## config.mk

```make
export PLATFORM = sky130hd
export DESIGN_NAME = dac_ramp_gen
export DESIGN_NICKNAME = d
export VERILOG_FILES = /design/src/rtl/dac_ramp_pkg.sv /design/src/rtl/ramp_prescaler.sv /design/src/rtl/dac_ramp_gen.sv
export SDC_FILE = /design/constraint.sdc
export NUM_CORES = 1
export LEC_CHECK = 0
export BUFFER_PORTS_ARGS = -buffer_cell sky130_fd_sc_hd__buf_2
export CAP_MARGIN = 10
export CORE_MARGIN = 1.5
export CORE_UTILIZATION = 45
export DETAILED_ROUTE_END_ITERATION = 10
export PLACE_DENSITY = 0.69
export SYNTH_ARGS = -nofsm -noshare
export SYNTH_HDL_FRONTEND = slang
export SYNTH_HIERARCHICAL = 1
export SYNTH_SLANG_ARGS = --single-unit
```

## constraint.sdc

```tcl
create_clock -name clk -period 5.4 [get_ports clk]
set_clock_uncertainty 0.1 [all_clocks]
set_input_delay 0.81 -clock clk [delete_from_list [all_inputs] [get_ports clk]]
set_output_delay 0.81 -clock clk [all_outputs]
set_load 0.01 [all_outputs]
```

## src/rtl/dac_ramp_pkg.sv

```systemverilog
// -----------------------------------------------------------------------------
// dac_ramp_pkg
// Shared definitions for the DAC ramp generator: waveform mode encodings and
// the direction constants reported on the dir output.
// -----------------------------------------------------------------------------
package dac_ramp_pkg;

  typedef enum logic [1:0] {
    MODE_HOLD     = 2'd0,
    MODE_SAW_UP   = 2'd1,
    MODE_SAW_DOWN = 2'd2,
    MODE_TRIANGLE = 2'd3
  } mode_e;

  localparam logic DIR_UP   = 1'b0;
  localparam logic DIR_DOWN = 1'b1;

endpackage : dac_ramp_pkg

```

## src/rtl/ramp_prescaler.sv

```systemverilog
// -----------------------------------------------------------------------------
// ramp_prescaler
// Divides enabled clock cycles down to a step tick: one tick every
// prescale+1 enabled cycles.
//
// Ports:
//   clk       system clock
//   rst       synchronous active-high reset (counter to 0)
//   enable    counts and ticks only while high; low holds the counter
//   clear     synchronous restart of the counter (used by preload)
//   prescale  terminal count; tick when the counter reaches it
//   tick      combinational tick, valid in the cycle the counter hits prescale
// -----------------------------------------------------------------------------
module ramp_prescaler #(
  parameter int unsigned PRESCALE_W = 16
) (
  input  logic                  clk,
  input  logic                  rst,
  input  logic                  enable,
  input  logic                  clear,
  input  logic [PRESCALE_W-1:0] prescale,
  output logic                  tick
);

  logic [PRESCALE_W-1:0] cnt_q;
  logic [PRESCALE_W-1:0] cnt_d;

  // >= rather than == so that lowering prescale below the running count
  // ticks at once instead of stalling for a full counter roll-over.
  assign tick = enable && (cnt_q >= prescale);

  // NOTE: every signal assigned in always_comb gets a default first, so no
  // path through the block leaves it unassigned and no latch is inferred.
  always_comb begin
    cnt_d = cnt_q;
    if (clear) begin
      cnt_d = '0;
    end else if (enable) begin
      cnt_d = tick ? '0 : cnt_q + 1'b1;
    end
  end

  // NOTE: sequential state uses non-blocking assignments so every register
  // samples the pre-edge values, independent of statement order.
  always_ff @(posedge clk) begin
    if (rst) begin
      cnt_q <= '0;
    end else begin
      cnt_q <= cnt_d;
    end
  end

endmodule : ramp_prescaler

```

## src/rtl/dac_ramp_gen.sv

```systemverilog
// -----------------------------------------------------------------------------
// dac_ramp_gen
// Programmable R2R DAC code generator: hold, sawtooth up, sawtooth down and
// triangle waveforms with programmable step, inclusive upper limit, tick
// prescaler and synchronous preload. All outputs are registered.
//
// Ports:
//   clk         system clock (10 MHz nominal)
//   rst         synchronous active-high reset, overrides everything
//   enable      prescaler/stepping enable; low freezes prescaler and count
//   mode        0 HOLD, 1 SAW_UP, 2 SAW_DOWN, 3 TRIANGLE
//   step        amount added/subtracted per tick
//   limit       inclusive upper bound of the count
//   prescale    tick every prescale+1 enabled cycles
//   load        synchronous preload strobe (honoured even when disabled)
//   load_value  preload value, clamped to limit
//   count       registered DAC code
//   dir         registered direction, 1 = descending (TRIANGLE only)
//   wrap        registered one-cycle pulse on wrap or turn-around
// -----------------------------------------------------------------------------
module dac_ramp_gen
  import dac_ramp_pkg::*;
#(
  parameter int unsigned WIDTH      = 8,
  parameter int unsigned PRESCALE_W = 16
) (
  input  logic                  clk,
  input  logic                  rst,
  input  logic                  enable,
  input  logic [1:0]            mode,
  input  logic [WIDTH-1:0]      step,
  input  logic [WIDTH-1:0]      limit,
  input  logic [PRESCALE_W-1:0] prescale,
  input  logic                  load,
  input  logic [WIDTH-1:0]      load_value,
  output logic [WIDTH-1:0]      count,
  output logic                  dir,
  output logic                  wrap
);

  logic [WIDTH-1:0] count_q, count_d;
  logic             dir_q, dir_d;
  logic             wrap_q, wrap_d;
  logic             tick;
  mode_e            mode_s;

  // Widened operands: the sum carries into bit WIDTH instead of wrapping.
  logic [WIDTH:0]   cnt_ext, step_ext, lim_ext, sum_ext;

  assign mode_s   = mode_e'(mode);
  assign cnt_ext  = {1'b0, count_q};
  assign step_ext = {1'b0, step};
  assign lim_ext  = {1'b0, limit};
  assign sum_ext  = cnt_ext + step_ext;

  ramp_prescaler #(
    .PRESCALE_W(PRESCALE_W)
  ) u_prescaler (
    .clk      (clk),
    .rst      (rst),
    .enable   (enable),
    .clear    (load),
    .prescale (prescale),
    .tick     (tick)
  );

  always_comb begin
    count_d = count_q;
    dir_d   = dir_q;
    wrap_d  = 1'b0;

    if (load) begin
      count_d = (load_value > limit) ? limit : load_value;
    end else if (tick && (step != '0)) begin
      // A zero step never moves the count, so it must never report a wrap
      // either, even when a lowered limit sits below the current count.
      unique case (mode_s)
        MODE_HOLD: ;
        MODE_SAW_UP: begin
          if (sum_ext > lim_ext) begin
            count_d = '0;
            wrap_d  = 1'b1;
          end else begin
            count_d = sum_ext[WIDTH-1:0];
          end
        end
        MODE_SAW_DOWN: begin
          if (cnt_ext < step_ext) begin
            count_d = limit;
            wrap_d  = 1'b1;
          end else begin
            count_d = count_q - step;
          end
        end
        MODE_TRIANGLE: begin
          if (dir_q == DIR_UP) begin
            if (sum_ext >= lim_ext) begin
              count_d = limit;
              dir_d   = DIR_DOWN;
              wrap_d  = 1'b1;
            end else begin
              count_d = sum_ext[WIDTH-1:0];
            end
          end else begin
            if (cnt_ext <= step_ext) begin
              count_d = '0;
              dir_d   = DIR_UP;
              wrap_d  = 1'b1;
            end else begin
              count_d = count_q - step;
            end
          end
        end
        default: ;
      endcase
    end

    // Outside TRIANGLE the direction is parked so a later TRIANGLE selection
    // always starts ascending.
    if (mode_s != MODE_TRIANGLE) begin
      dir_d = DIR_UP;
    end
  end

  always_ff @(posedge clk) begin
    if (rst) begin
      count_q <= '0;
      dir_q   <= DIR_UP;
      wrap_q  <= 1'b0;
    end else begin
      count_q <= count_d;
      dir_q   <= dir_d;
      wrap_q  <= wrap_d;
    end
  end

  assign count = count_q;
  assign dir   = dir_q;
  assign wrap  = wrap_q;

endmodule : dac_ramp_gen

```

==> impl_metrics.py, run 1 <==
metrics = {
    "status": {
        "run_status": "complete, no violations",
    },
    "worst_setup_path": {
        "arrival_ns": 4.27,
        "slowest_delay_ns": 0.45,
        "rr_worst_depth": 12,
        "path_depth": 14,
        "slowest_stage": "ha_1",
        "crit_path_max_fanout": 12,
        "cp_num_buf_inv": 2,
        "endpoint_kind": "register",
        "path_cells": "buf_2 > inv_1 > ha_1 > or2_2 > a211oi_4 > nor3_1 > xnor2_1 > ha_1 > a2111oi_4 > o21ai_0 > o211ai_1 > and3_1 > a221oi_2 > a2111oi_2",
        "critPathKind": "input pin to register",
        "crit_top_cell": "ha_1",
        "cp_top_family": "compound AO/OA/AOI/OAI gates",
        "crit_required_ns": 5.48,
        "critPathLaunchType": "input pin",
    },
    "finish": {
        "finalNonFillerCells": 551,
        "drive_gt1_share_pct": 20.7,
        "syn_to_final_growth_pct": 11.9,
        "fin_area_um2": 3650,
        "diodes": 0,
        "nNetsFinal": 553,
    },
    "synth": {
        "synth_top_cell_area_share_pct": 18.8,
        "synth_top_cell_by_area": "ha_1",
        "async_reset_ff_share_pct": 0,
        "synth_common_cells": "49 x ha_1, 43 x inv_1, 26 x dfxtp_1, 26 x nor2_1, 25 x nand2_1",
        "synth.most_common_cell": "ha_1",
        "ys.warnings.count": 6,
        "synthCells": 407,
        "syn-cell-area_um2": 3270,
        "synth-simple-area-share_pct": 25.5,
        "synth_mux_area_share_pct": 0.307,
        "ys.flop_type": "dfxtp_1",
        "yosysSeqAreaShare_pct": 15.9,
        "yosys.cell_types.count": 70,
        "synth-compound-area-share_pct": 24.5,
        "synth_top_family_by_area": "simple AND/OR/NAND/NOR gates",
        "synth_seq_cells": 26,
        "synth-xor-area-share_pct": 6.70,
        "synth_area_leaders": "ha_1 19%, dfxtp_1 16%, inv_1 4.9%, xor2_1 4.0%, nor2_1 3.0%",
        "syn_area_per_cell_um2": 8.02,
        "synth-adder-area-share_pct": 20.0,
        "syn_nets": 504,
        "synth_edf_count": 0,
    },
    "sta": {
        "min_period_over_period_pct": 77.5,
        "setup_viol": 0,
        "min_period_ns": 4.19,
        "slew_viol_final": 0,
        "relSlewSlack_pct": 52.5,
        "fin_tns_setup_ns": 0,
        "clock.fmax_ghz": 0.239,
        "finalHoldViolations": 0,
        "tightest_slew_ns": 0.712,
        "rsz0062_at_grt": "no",
    },
    "clock_tree": {
        "htree_levels": 1,
        "post_cts_buffers": 0,
        "cts_root_buffer": "clkbuf_8",
        "cts_tree": "yes",
        "cts_buffers": 3,
        "cts_resized": 0,
        "cts.clk_slew.worst_paths_ns": 0.10,
        "cts_sinks": 26,
        "clk_latency_ns": 0.28,
        "clockBufferDepth": 2,
        "cts_hold_buf": 0,
    },
    "drt": {
        "viasPerCell": 5.67,
        "wl_per_cell_um": 15.4,
        "remaining_drc_errors": 0,
        "drt_first_iter_violations": 212,
        "ant_nets": 0,
        "num_vias": 3122,
        "totalWireLength_mm": 8.46,
        "drt-pass1-iter-count": 5,
    },
    "global_route": {
        "grt_start_max_net_pins": 16,
        "groute.usage.overall_pct": 22.7,
        "grt_overflow": 0,
        "antenna_found_initial": 0,
        "grt_pass1_wl_mm": 13.7,
        "grt_pass1_vias": 2920,
    },
    "placement": {
        "io_buffers": 55,
        "placed_area_um2": 3600,
        "hpwl_mm": 7.04,
        "place_congestion": 0.927,
        "dp.cells": 547,
    },
    "run": {
        "maxCapViolCount": 0,
    },
    "floorplan": {
        "die_h_um": 88.2,
        "die_width_um": 88.2,
        "initial_core_util_pct": 47.3,
        "ios": 56,
        "coreArea_um2": 6910,
        "num_rows": 30,
        "dieArea_um2": 7780,
    },
    "power_and_ir_drop": {
        "p_per_area_nw_per_um2": 181,
        "leakage_nw": 1.72,
        "ir_drop_v": 0.000116,
    },
    "hold_path": {
        "hold_depth": 2,
        "worstHoldPathType": "register to register",
    },
}
## metal layers
metal  vias to the layer above  global-route usage (%)  part of all wire (%)  routed length, um
met5                         -                       0                     0                  0
met4                         0                    5.26                   1.1                 95
met3                         9                    2.64                   6.1                512
met2                       100                    37.4                    45               3850
met1                      1443                    31.7                    47               4000
li1                       1570                       -                     -                  -
## final cells by class
type                       instances  area [um2]
fill                             724        3250
multi-input combinational        326        2510
sequential                        26         520
timing repair buffer              56         283
inverter                          43         161
tap                               96         120
clock buffer                       4        55.1
## logic make-up (layout without fill, tap and decap cells)
group,after synthesis,count (layout)
AOI/OAI and AO/OA,100,100
muxes,1,1
and+or+nand+nor,149,149
xor gates and xnor gates,25,25
buffers and inverters,55,103
DFF,26,26
adders and majority gates,51,51
## worst reg2reg max path, cell delays in order, from the launching register on
cell       delay [ns]
dfxtp_1          0.43
ha_1             0.41
or2_2            0.38
a211oi_4         0.21
nor3_1           0.10
xnor2_1          0.24
ha_1             0.33
a2111oi_4        0.38
o21ai_0          0.17
o211ai_1         0.22
and3_1           0.36
a221oi_2         0.13
a2111oi_2        0.36
## state kept, by name (all words and copies together), names as in the netlist
register / cells
wrap: 1
dir: 1
u_prescaler/cnt_q: 16
count: 8
## cells in the final DEF, fill, tap and decap left out, types with 3 or more instances in the layout
cell type  instances
a21o_1             7
o21a_1             3
nand4_1           14
nor2_1            26
ha_1              49
a221oi_1           4
o21ai_0           18
nor3_1            14
o21bai_1           8
nor2b_1            8
xor2_1            15
a211oi_1           3
inv_1             43
and3_1             4
buf_2             55
nand3b_1           3
a31oi_1            5
nor2_2            10
xnor2_1           10
nand2b_1           4
a311oi_1           3
a21oi_1           17
nand3_1           18
dfxtp_1           26
o21ai_1            3
clkbuf_8           4
nand2_1           25
## per-stage QoR
stage	utilization (%)	hold slack [ns]	total power, mW	setup slack, ns
final	52.9	0.435	0.661	1.21
after detailed placement	52.1	0.413	0.528	0.957
after global placement	52.1	0.398	0.524	1.00
after CTS	52.9	0.430	0.660	1.24
after global routing	52.9	0.461	0.707	0.974
after floorplan	-	0.383	0.451	1.42
## power by group
group	internal [mW]	total [mW]	switching, mW
logic	0.131	0.322	0.192
registers	0.198	0.207	0.00929
clock network	0.0654	0.131	0.0658
## path summary, 6_finish.rpt
check                             from              endpoint  slack (ns)
setup / recovery               step[4]              count[6]        1.21
hold / removal    u_prescaler/cnt_q[0]  u_prescaler/cnt_q[0]        0.44
setup reg to reg              count[4]              count[6]        1.50
hold reg to reg   u_prescaler/cnt_q[0]  u_prescaler/cnt_q[0]        0.44
(Power assumes the default switching activity.)
==> run 2: changes to the inputs <==
- clock period: 5.4 -> 3.9 ns (I/O delays scaled with it)
==> run 2 against run 1 <==
Effect of this change: worst setup slack worse by 1.1 ns; cell count up 3.3%; via count up 3.0%; design area up 4.2%; first-iteration DRC count down 10%; non-clock buffer count up 18.
==> impl_metrics.py, run 2 (synthesis gave the netlist of run 1 again) <==
metrics = {
    "status": {
        "run_status": "complete, no violations",
    },
    "worst_setup_path": {
        "path_depth": 14,
        "cp_num_buf_inv": 1,
        "slowest_delay_ns": 0.40,
        "cp_top_family": "compound AO/OA/AOI/OAI gates",
        "critPathLaunchType": "input pin",
        "arrival_ns": 3.85,
        "cp-startpoint": "step[0]",
        "critPathKind": "input pin to register",
        "path_cells": "buf_2 > ha_1 > fa_1 > nand2b_1 > a211oi_4 > nor3_1 > xnor2_1 > ha_1 > a2111oi_4 > o21ai_0 > o211ai_1 > and3_2 > a221oi_2 > a2111oi_2",
        "endpoint_kind": "register",
        "crit_path_max_fanout": 5,
        "r2r_start": "count[0]",
        "rr_worst_depth": 13,
        "slowest_stage": "fa_1",
        "crit_top_cell": "ha_1",
        "crit_required_ns": 3.99,
    },
    "global_route": {
        "grt_overflow": 0,
        "grt_start_max_net_pins": 16,
        "grt_pass1_vias": 2983,
        "grt_pass1_wl_mm": 14.4,
        "antenna_found_initial": 0,
        "groute.usage.overall_pct": 23.5,
    },
    "clock_tree": {
        "cts_buffers": 3,
        "clockBufferDepth": 2,
        "cts_tree": "yes",
        "clk_latency_ns": 0.29,
        "cts_hold_buf": 0,
        "cts.clk_slew.worst_paths_ns": 0.10,
        "cts_root_buffer": "clkbuf_8",
        "cts_sinks": 26,
        "cts_resized": 0,
        "post_cts_buffers": 0,
        "htree_levels": 1,
    },
    "finish": {
        "finalNonFillerCells": 569,
        "top_register": "u_prescaler/cnt_q",
        "final_util_pct": 55.1,
        "nNetsFinal": 571,
        "fin_area_um2": 3810,
        "largest_reg_flops": 16,
        "final_common_cell": "buf_2",
        "syn_to_final_growth_pct": 16.6,
        "final_cell_mix": "55 x buf_2, 49 x ha_1, 43 x inv_1",
        "diodes": 0,
        "drive_gt1_share_pct": 23.9,
    },
    "floorplan": {
        "dieArea_um2": 7780,
        "die_width_um": 88.2,
        "die_h_um": 88.2,
        "ios": 56,
        "num_rows": 30,
        "initial_core_util_pct": 47.3,
        "coreArea_um2": 6910,
    },
    "drt": {
        "ant_nets": 0,
        "remaining_drc_errors": 0,
        "viasPerCell": 5.65,
        "drt_first_iter_violations": 190,
        "wl_per_cell_um": 15.3,
        "drt-pass1-iter-count": 4,
        "totalWireLength_mm": 8.70,
        "num_vias": 3217,
    },
    "placement": {
        "io_buffers": 55,
        "placed_area_um2": 3730,
        "dp.cells": 565,
        "hpwl_mm": 7.23,
        "place_congestion": 0.935,
    },
    "power_and_ir_drop": {
        "p_per_area_nw_per_um2": 267,
        "ir_drop_v": 0.000118,
        "leakage_nw": 1.82,
    },
    "sta": {
        "tightest_slew_ns": 0.666,
        "min_period_over_period_pct": 96.3,
        "setup_viol": 0,
        "relSlewSlack_pct": 55.6,
        "slew_viol_final": 0,
        "clock.fmax_ghz": 0.266,
        "finalHoldViolations": 0,
        "min_period_ns": 3.76,
    },
    "run": {
        "maxCapViolCount": 0,
    },
    "hold_path": {
        "holdCritStartpoint": "u_prescaler/cnt_q[0]",
        "worstHoldPathType": "register to register",
        "hold_depth": 2,
    },
}
run 2: path summary, 6_finish.rpt:
| path | to | slack, ns |
|---|---|---|
| worst min register to register | u_prescaler/cnt_q[0] | 0.43 |
| worst max-delay path | count[6] | 0.14 |
| worst min-delay path | u_prescaler/cnt_q[0] | 0.43 |
| worst max register to register | count[6] | 0.17 |
run 2: report_power, final:
group	internal, mW	switching (mW)
Clock	0.138	0.101
Combinational	0.216	0.275
Sequential	0.274	0.0128
Total	0.628	0.389
run 2: area by class of cell:
class | instances | area [um2]
Inverter | 43 | 161
Fill cell | 723 | 3100
Tap cell | 96 | 120
Multi-Input combinational cell | 326 | 2520
Clock inverter | 1 | 30.0
Clock buffer | 3 | 41.3
Timing Repair Buffer | 74 | 418
Sequential cell | 26 | 520
run 2: per-stage QoR:
stage	power, mW	hold slack [ns]	setup WS, ns	TNS [ns]
global placement	0.765	0.401	-0.0446	-0.0446
finish	1.02	0.431	0.143	0
CTS	1.01	0.433	0.140	0
detailed placement	0.772	0.412	-0.138	-0.407
global route	1.08	0.468	-0.0437	-0.0616
floorplan	0.625	0.383	0.142	0
run 2: layer usage:
| layer | routed length (um) | up-vias | track usage (%) |
|---|---|---|---|
| met5 | 0 | - | 0 |
| met4 | 112 | 0 | 4.40 |
| met3 | 473 | 11 | 3.58 |
| met2 | 3920 | 97 | 38.0 |
| met1 | 4190 | 1502 | 33.2 |
| li1 | - | 1607 | - |
run 2: tightest hold or removal path: cells and delay by family, from the launching register on:
kind               cells  cell delay [ns]
AOI/OAI and AO/OA      1             0.05
DFF                    1             0.36
and+or+nand+nor        1             0.09
